`config.mk`:
```
export PLATFORM = sky130hd
export DESIGN_NAME = ssd_display_ctrl
export DESIGN_NICKNAME = d
export VERILOG_FILES = /design/src/rtl/ssd_display_ctrl_pkg.sv /design/src/rtl/ssd_display_ctrl_bin2bcd_seq.sv /design/src/rtl/ssd_display_ctrl.sv
export SDC_FILE = /design/constraint.sdc
export NUM_CORES = 1
export LEC_CHECK = 0
export ABC_CLOCK_PERIOD_IN_PS = 2900
export BUFFER_PORTS_ARGS = -buffer_cell sky130_fd_sc_hd__buf_2
export CAP_MARGIN = 10
export CORE_ASPECT_RATIO = 0.75
export CORE_MARGIN = 2
export CORE_UTILIZATION = 35
export CTS_BUF_LIST = sky130_fd_sc_hd__clkbuf_8 sky130_fd_sc_hd__clkbuf_16
export DETAILED_ROUTE_END_ITERATION = 7
export PLACE_DENSITY_LB_ADDON = 0.05
export SLEW_MARGIN = 20
export SYNTH_ARGS = -nofsm -noshare
export SYNTH_HDL_FRONTEND = slang
export SYNTH_SLANG_ARGS = --single-unit
```
`constraint.sdc`:
```
create_clock -name Clk -period 2.9 [get_ports Clk]
set_input_delay 0.435 -clock Clk [delete_from_list [all_inputs] [get_ports Clk]]
set_output_delay 0.435 -clock Clk [all_outputs]
set_load 0.05 [all_outputs]
```
`src/rtl/ssd_display_ctrl_pkg.sv`:
```
// ssd_display_ctrl_pkg: shared state encodings, cathode codes and BCD helpers
// for the seven-segment display sequencer.
package ssd_display_ctrl_pkg;
  typedef enum logic [1:0] {S_IDLE, S_CONV, S_COMMIT} state_t;
  localparam logic [6:0] SEG_0 = 7'b0000001;
  localparam logic [6:0] SEG_1 = 7'b1001111;
  localparam logic [6:0] SEG_2 = 7'b0010010;
  localparam logic [6:0] SEG_3 = 7'b0000110;
  localparam logic [6:0] SEG_4 = 7'b1001100;
  localparam logic [6:0] SEG_5 = 7'b0100100;
  localparam logic [6:0] SEG_6 = 7'b0100000;
  localparam logic [6:0] SEG_7 = 7'b0001111;
  localparam logic [6:0] SEG_8 = 7'b0000000;
  localparam logic [6:0] SEG_9 = 7'b0000100;
  localparam logic [6:0] SEG_BLANK = 7'h7F;
  function automatic logic [6:0] seg(input logic [3:0] d);
    case (d)
      4'd0: seg = SEG_0;
      4'd1: seg = SEG_1;
      4'd2: seg = SEG_2;
      4'd3: seg = SEG_3;
      4'd4: seg = SEG_4;
      4'd5: seg = SEG_5;
      4'd6: seg = SEG_6;
      4'd7: seg = SEG_7;
      4'd8: seg = SEG_8;
      4'd9: seg = SEG_9;
      default: seg = SEG_BLANK;
    endcase
  endfunction
  // Double-dabble correction applied before each shift.
  function automatic logic [11:0] dabble_adj(input logic [11:0] b);
    for (int i = 0; i < 3; i++)
      dabble_adj[4*i +: 4] = b[4*i +: 4] >= 4'd5 ? b[4*i +: 4] + 4'd3 : b[4*i +: 4];
  endfunction
endpackage

```
`src/rtl/ssd_display_ctrl_bin2bcd_seq.sv`:
```
// bin2bcd_seq: serial double-dabble converter, one bit per enabled cycle;
// last flags the cycle performing the final iteration.
module bin2bcd_seq
  import ssd_display_ctrl_pkg::*;
#(
  parameter int BIN_W = 9
) (
  input  logic             Clk,
  input  logic             Reset_n,
  input  logic             start,
  input  logic             en,
  input  logic [BIN_W-1:0] bin,
  output logic [11:0]      bcd,
  output logic             last
);
  localparam int CW = $clog2(BIN_W + 1);
  logic [BIN_W-1:0] bin_q, bin_d;
  logic [11:0]      bcd_q, bcd_d;
  logic [CW-1:0]    cnt_q, cnt_d;
  logic [BIN_W+11:0] shifted;
  always_comb begin
    shifted = {dabble_adj(bcd_q), bin_q} << 1;
    bin_d = start ? bin : en ? shifted[BIN_W-1:0] : bin_q;
    bcd_d = start ? 12'h0 : en ? shifted[BIN_W+11:BIN_W] : bcd_q;
    cnt_d = start ? '0 : en ? cnt_q + 1'b1 : cnt_q;
  end
  always_ff @(posedge Clk or negedge Reset_n) begin
    if (!Reset_n) begin
      bin_q <= '0;
      bcd_q <= '0;
      cnt_q <= '0;
    end else begin
      bin_q <= bin_d;
      bcd_q <= bcd_d;
      cnt_q <= cnt_d;
    end
  end
  assign bcd  = bcd_q;
  assign last = cnt_q == CW'(BIN_W - 1);
endmodule

```
`src/rtl/ssd_display_ctrl.sv`:
```
// ssd_display_ctrl: Load/Busy binary-to-BCD sequencer with atomic digit commit
// and a time-multiplexed, leading-zero-blanking 4-digit scan.
module ssd_display_ctrl
  import ssd_display_ctrl_pkg::*;
#(
  parameter int SCAN_DIV = 18,
  parameter int BIN_W    = 9
) (
  input  logic             Clk,
  input  logic             Reset_n,
  input  logic             Load,
  input  logic [BIN_W-1:0] Value,
  input  logic             Blank_lz,
  output logic             Busy,
  output logic             Done,
  output logic [3:0]       An,
  output logic [6:0]       Cath,
  output logic             Dp
);
  state_t state_q, state_d;
  logic [15:0] digit_q, digit_d;
  logic [SCAN_DIV-1:0] cnt_q, cnt_d;
  logic [3:0] an_q, an_d;
  logic [6:0] cath_q, cath_d;
  logic [11:0] bcd;
  logic [1:0] idx;
  logic start, last, blank;
  bin2bcd_seq #(.BIN_W(BIN_W)) u_conv (
    .Clk(Clk), .Reset_n(Reset_n), .start(start), .en(state_q == S_CONV),
    .bin(Value), .bcd(bcd), .last(last)
  );
  always_comb begin
    start   = state_q == S_IDLE && Load;
    state_d = start ? S_CONV
            : (state_q == S_CONV && last) ? S_COMMIT
            : state_q == S_COMMIT ? S_IDLE : state_q;
    digit_d = state_q == S_COMMIT ? {4'h0, bcd} : digit_q;
    cnt_d   = cnt_q + 1'b1;
    idx     = cnt_q[SCAN_DIV-1 -: 2];
    // A digit is a leading zero when it and everything above it is zero.
    blank   = Blank_lz && idx != 2'd0 && (digit_q >> {idx, 2'b00}) == 16'h0;
    an_d    = ~(4'b0001 << idx);
    cath_d  = blank ? SEG_BLANK : seg(digit_q[{idx, 2'b00} +: 4]);
  end
  always_ff @(posedge Clk or negedge Reset_n) begin
    if (!Reset_n) begin
      state_q <= S_IDLE;
      digit_q <= '0;
      cnt_q   <= '0;
      an_q    <= 4'b1111;
      cath_q  <= SEG_BLANK;
    end else begin
      state_q <= state_d;
      digit_q <= digit_d;
      cnt_q   <= cnt_d;
      an_q    <= an_d;
      cath_q  <= cath_d;
    end
  end
  assign Busy = state_q != S_IDLE;
  assign Done = state_q == S_COMMIT;
  assign An   = an_q;
  assign Cath = cath_q;
  assign Dp   = 1'b1;
endmodule

```
* Yosys cells after proc, flatten, opt, wreduce, memory -nomap -nowiden
Memory sizes are Yosys's and may differ from the RTL's.
Index checks and enable logic that the tools add are counted.
** Operators by class
- Bitwise logic cells :: 1
- Reduce and logical (&&, ||, !) cells :: 10
- Add/subtract/negate cells :: 5
- Eq/ne operators :: 3
- Order comparisons :: 3
- Mux-type cells :: 13
- Shifts and indexed selects :: 3
** Operator list (count)
- 12-bit 2-to-1 mux :: 2
- 18-bit by 1-bit adder with 18-bit output, second input constant :: 1
- 9-bit 2-to-1 mux :: 2
- 16-bit logical NOT :: 1
- 4-bit 2-to-1 mux :: 4
- 16-bit by 5-bit indexed part select with 4-bit output :: 1
- 12-bit by 4-bit >> shifter with 16-bit output :: 1
- 4-bit by 3-bit >= comparator with 1-bit output, second input constant :: 3
- 4-bit by 2-bit adder with 4-bit output, second input constant :: 2
- 7-bit 2-to-1 mux :: 1
- 2-bit 2-to-1 mux :: 3
- 2-bit nonzero test :: 3
- 4-bit by 1-bit adder with 4-bit output, second input constant :: 1
- 4-bit == test, second input constant :: 1
- 1-bit logical AND :: 4
- 4-bit inverter :: 1
- 1-bit by 2-bit << shifter with 4-bit output, first input constant :: 1
- 3-bit by 2-bit adder with 3-bit output, second input constant :: 1
- 3-bit 2-to-1 mux :: 1
- 3-bit nonzero test :: 1
- 2-bit by 1-bit == test with 1-bit output, second input constant :: 1
- 2-bit == test, second input constant :: 1
- 2-bit logical NOT :: 1
** Word-level totals
- Output and inout port bits :: 14
- Register bits :: 68
- Memories :: 1
- Input port bits :: 13
- Word-level logic and storage cells :: 47
- ROM bits :: 112
** Memory list
- (no name shown) :: depth 16, bits a word 7, read ports 1, clocked after memory_dff 0, wr ports 0, RTL line ssd_display_ctrl_pkg.sv:17 : case (d)

* Depth between registers and ports, before layout
- Depth in word-level cells :: 4
- Gate-level depth with buffers :: 10
- Gate-level depth less buffers :: 8

* Modules after synthesis
A second synthesis with hierarchy kept.
** Second synthesis, totals
- Cells, all modules :: 311
- Area, all modules :: 3442.1 um2
** Modules (own cells, without submodules)
- ssd_display_ctrl :: cells each 156, instances 1, area each 1989.4 um2, seq. area each 1089.8 um2
- bin2bcd_seq :: cells each 155, instances 1, area each 1452.6 um2, seq. area each 625.6 um2

* Worst setup path before layout
OpenSTA, ideal clock, no wires.
- Path type :: register -> register
- From :: register cnt_q[17]
- To :: register cath_q[2], in the netlist Cath[2]
- Arrival :: 1.770 ns
- Buffers on the path :: 2
- Required time :: 2.809 ns
- Clock period less this slack :: 1.861 ns
- Stages on the path, launching flop included :: 11
- Setup time :: 0.091 ns
- Path slack :: 1.039 ns
- Cells stage by stage :: dfrtp_1 -> buf_6 -> nor2b_1 -> buf_6 -> o2bb2ai_1 -> inv_1 -> ha_1 -> o211ai_1 -> a21oi_2 -> nor4_1 -> a211oi_2
** On the way
- Cells in the longest elaborated chain, start to end :: 4
- Elaborated cells on any way between the ends :: 8
- Those cells by class :: shift: 2; mux: 1; reduce/logical: 4; memory: 1
** RTL lines
- start, declared :: RTL line ssd_display_ctrl.sv:22 : logic [SCAN_DIV-1:0] cnt_q, cnt_d;
- start signal, assigned :: RTL line ssd_display_ctrl.sv:55 : cnt_q <= cnt_d;
- parallel branches: the longest is 3 deep, another holds memory 16 x 7 bit
- 7-bit 2-to-1 mux * :: RTL line ssd_display_ctrl.sv:43 : cath_d = blank ? SEG_BLANK : seg(digit_q[{idx, 2'b00} +: 4]);
- via cath_d[2] :: RTL line ssd_display_ctrl.sv:24 : logic [6:0] cath_q, cath_d;
- end signal, assigned :: RTL line ssd_display_ctrl.sv:57 : cath_q <= cath_d;
- end, declared :: RTL line ssd_display_ctrl.sv:24
Mark *: on every way through the listed nets, which the timed path passes.
A chain may end at the register's enable or synchronous reset.

* Worst setup path after layout
- From :: register cnt_q[16]
- To :: register cath_q[1], in the netlist Cath[1]
Same word-level chain as after synthesis.

==> flow_metrics.env <==
export IMPL_coreArea_um2=9080
export IMPL_cts_hold_fix_buffers=0
export IMPL_cp_arrival_ns=2.46
export IMPL_syn_area_per_cell_um2=11.1
export IMPL_grt_max_degree=27
export IMPL_critPathMostFrequentCell="a21oi_2"
export IMPL_cp_cell_sequence="nor2b_1 > o2bb2ai_1 > inv_1 > ha_1 > o211ai_1 > a21oi_2 > a21oi_2 > o22ai_1"
export IMPL_io_buffers=25
export IMPL_drive_above_1_share=0.222
export IMPL_finalSetupViolCount=0
export IMPL_postSynthRegisterBits=68
export IMPL_critPathMaxStageDelay_ns=0.61
export IMPL_cts_resized=0
export IMPL_layout_setup_ws_ns=0.655
export IMPL_fillers=901
export IMPL_cp_start_kind="register"
export IMPL_cp_slowest_cell="dfrtp_1"
export IMPL_cts_tree="yes"
export IMPL_maxCapViolations=0
export IMPL_multi_input_area_um2=1400
export IMPL_cp_max_fo=12
export IMPL_gp_congestion=0.763
export IMPL_intPower_mw=2.49
export IMPL_grt_pass1_vias=2058
export IMPL_initial_core_util=0.360
export IMPL_clk_latency_ns=0.33
export IMPL_n_antenna_cell=0
export IMPL_die_y_um=87.7
export IMPL_drtIter0Drc=86
export IMPL_finalCriticalPeriod_ns=2.24
export IMPL_grt_ovfl_total=0
export IMPL_place_ws_ns=0.641
export IMPL_antenna_found_initial=0
export IMPL_tns_ns=0
export IMPL_seq_power_share=0.371
export IMPL_synth_area_um2=3270
export IMPL_cts_buffers=9
export IMPL_skew_ns=0.00424
export IMPL_ctsLongestPathBuffers=2
export IMPL_worst_pin_slew_ns=0.823
export IMPL_post_cts_setup_buffers=0
export IMPL_dr_pass1_iters=4
export IMPL_p_sw_mw=1.57
export IMPL_root_buffer="clkbuf_16"
export IMPL_synthTopCellsByArea="dfrtp_1 (44%), dfstp_2 (8.8%), ha_1 (5.4%)"
export IMPL_nets=351
export IMPL_yosysSeqAreaShare=0.524
export IMPL_mostFrequentLayoutCells="dfrtp_1 (57), nand2_1 (36), buf_2 (25), inv_1 (20), nand3_1 (18)"
export IMPL_yosysTopAreaCellShare=0.436
export IMPL_syn2layout_area_growth_pct=15.4
export IMPL_rows=30
export IMPL_criticalPathCategory="reg2reg"
export IMPL_grtUsageTotal=0.138
export IMPL_synth_edff_count=0
export IMPL_clkTransAtPathRegs_ns=0.05
export IMPL_p_per_area_nw_per_um2=1070
export IMPL_postSynthCellCount=296
export IMPL_ys_types=46
export IMPL_worstPathRequired_ns=3.11
export IMPL_fin_crit_sh=0.774
export IMPL_synth_nets=323
export IMPL_synth_warning_count=0
export IMPL_fmax_mhz=445
export IMPL_dieArea_um2=10100
export IMPL_p_leak_nw=1.77
export IMPL_hold_viol=0
export IMPL_post_drt_wl_per_cell_um=13.7
export IMPL_switching_share=0.387
export IMPL_wirelength_um=6260
export IMPL_ys_async_sr_fraction=1.00
export IMPL_grt_pass1_wl_um=10600
export IMPL_clkPwrFrac=0.239
export IMPL_h_tree_depth=3
export IMPL_vias_per_cell=4.70
export IMPL_slew_headroom=0.451
export IMPL_regArea_um2=1720
export IMPL_ioPinCount=27
export IMPL_finalMaxSlewViolations=0
export IMPL_layout_commonest_cell="dfrtp_1"
export IMPL_status="complete, no violations"
export IMPL_vias=2148
export IMPL_hp_class="in2async"
export IMPL_drc=0
export IMPL_p_comb_frac=0.390
export IMPL_r2r_setup_slack_ns=0.66
export IMPL_postRouteAntennaNets=0
export IMPL_synthFlopType="dfrtp_1"
export IMPL_cp_end_kind="register"
export IMPL_yosysTopAreaCell="dfrtp_1"
export IMPL_rsz0062_at_grt="no"
export IMPL_fp_dieW_um=116
export IMPL_worst_ir_drop_vdd_uv=422
export IMPL_clock_sinks=68
export IMPL_hpwl_um=4210
## worst paths after layout
| kind | from | end | depth (start not counted) |
|---|---|---|---|
| min reg2reg | cnt_q[9] | cnt_q[9] | 1 |
| min | Reset_n | cnt_q[7] | 1 |
| max | cnt_q[16] | Cath[1] | 8 |
| min in group Clk | Value[0] | u_conv.bin_q[0] | 3 |
| max in group asynchronous | Reset_n | u_conv.bcd[5] | 2 |
| max reg2reg | cnt_q[16] | Cath[1] | 8 |
## final cells by class
class | instances | area share
Tap cell | 128 | 0.0424
Clock buffer | 10 | 0.0633
Multi-Input combinational cell | 197 | 0.371
Inverter | 17 | 0.0169
Clock inverter | 6 | 0.00696
Timing Repair Buffer | 31 | 0.0451
Sequential cell | 68 | 0.454
## cell families after synthesis
family | Yosys count | share of synthesized area
compound gates | 54 | 0.121
other cells | 1 | 0.00115
mux | 16 | 0.0558
fa+ha+maj | 14 | 0.0535
simple gates | 91 | 0.141
xor+xnor | 21 | 0.0562
buf+inv | 31 | 0.0474
flops | 68 | 0.524
## cells in the mapped netlist (3+ instances only)
cell type / number
o31ai_1: 7
dfstp_2: 11
inv_1: 17
o2bb2ai_1: 4
a21oi_1: 3
xor2_1: 10
nor2_1: 6
mux2_2: 8
and3_1: 4
buf_2: 7
o21ai_0: 3
o21ai_1: 14
o22ai_1: 5
nand3_1: 18
ha_1: 14
dfrtp_1: 57
xnor2_1: 11
nor3_1: 3
a22oi_1: 8
mux2i_1: 7
nand2_1: 36
nand4_1: 3
and4_1: 3
nand2b_1: 6
buf_6: 3
a32o_1: 3
## sequential cells by signal, indices dropped and copies added, names as in the netlist
name / cells
An: 4
Cath: 7
cnt_q: 18
digit_q: 12
state_q: 2
u_conv.bcd: 12
u_conv.bin_q: 9
u_conv.cnt_q: 4
## through the flow
step / total power [mW] / util / cells / hold WS [ns] / cell area [µm²]
CTS: 4.13 / 0.416 / 457 / 0.0728 / 3780
global route: 4.37 / 0.416 / 457 / 0.100 / 3780
floorplan: 2.77 / - / 296 / 0.139 / 3270
detailed placement: 3.12 / 0.387 / 441 / 0.436 / 3510
finish: 4.05 / 0.416 / 457 / 0.0710 / 3780
global placement: 3.11 / 0.387 / 441 / 0.429 / 3510
## layer usage
metal	up-vias	share of wire	global-route usage
li1	1090	-	-
met2	32	0.42	0.197
met4	0	0.014	0.0552
met3	9	0.032	0.0498
met5	-	0	0
met1	1017	0.53	0.192
## power groups by stage
| stage | logic, mW | clock network [mW] | registers (mW) |
|---|---|---|---|
| after CTS | 1.62 | 1.01 | 1.51 |
| after floorplan | 1.13 | 0 | 1.64 |
| after global placement | 1.59 | 0 | 1.52 |
| after detailed placement | 1.60 | 0 | 1.52 |
| after global routing | 1.77 | 1.06 | 1.55 |
| final | 1.58 | 0.967 | 1.50 |
## worst max-delay path: cells and delay by family (launching register included)
kind / cells / cell delay [ns]
AO/OA/AOI/OAI: 5 / 0.79
adder cells (fa/ha/maj): 1 / 0.23
buffers and inverters: 1 / 0.14
flip-flops: 1 / 0.61
AND/OR/NAND/NOR: 1 / 0.36
Power figures use the tool's default switching activity.
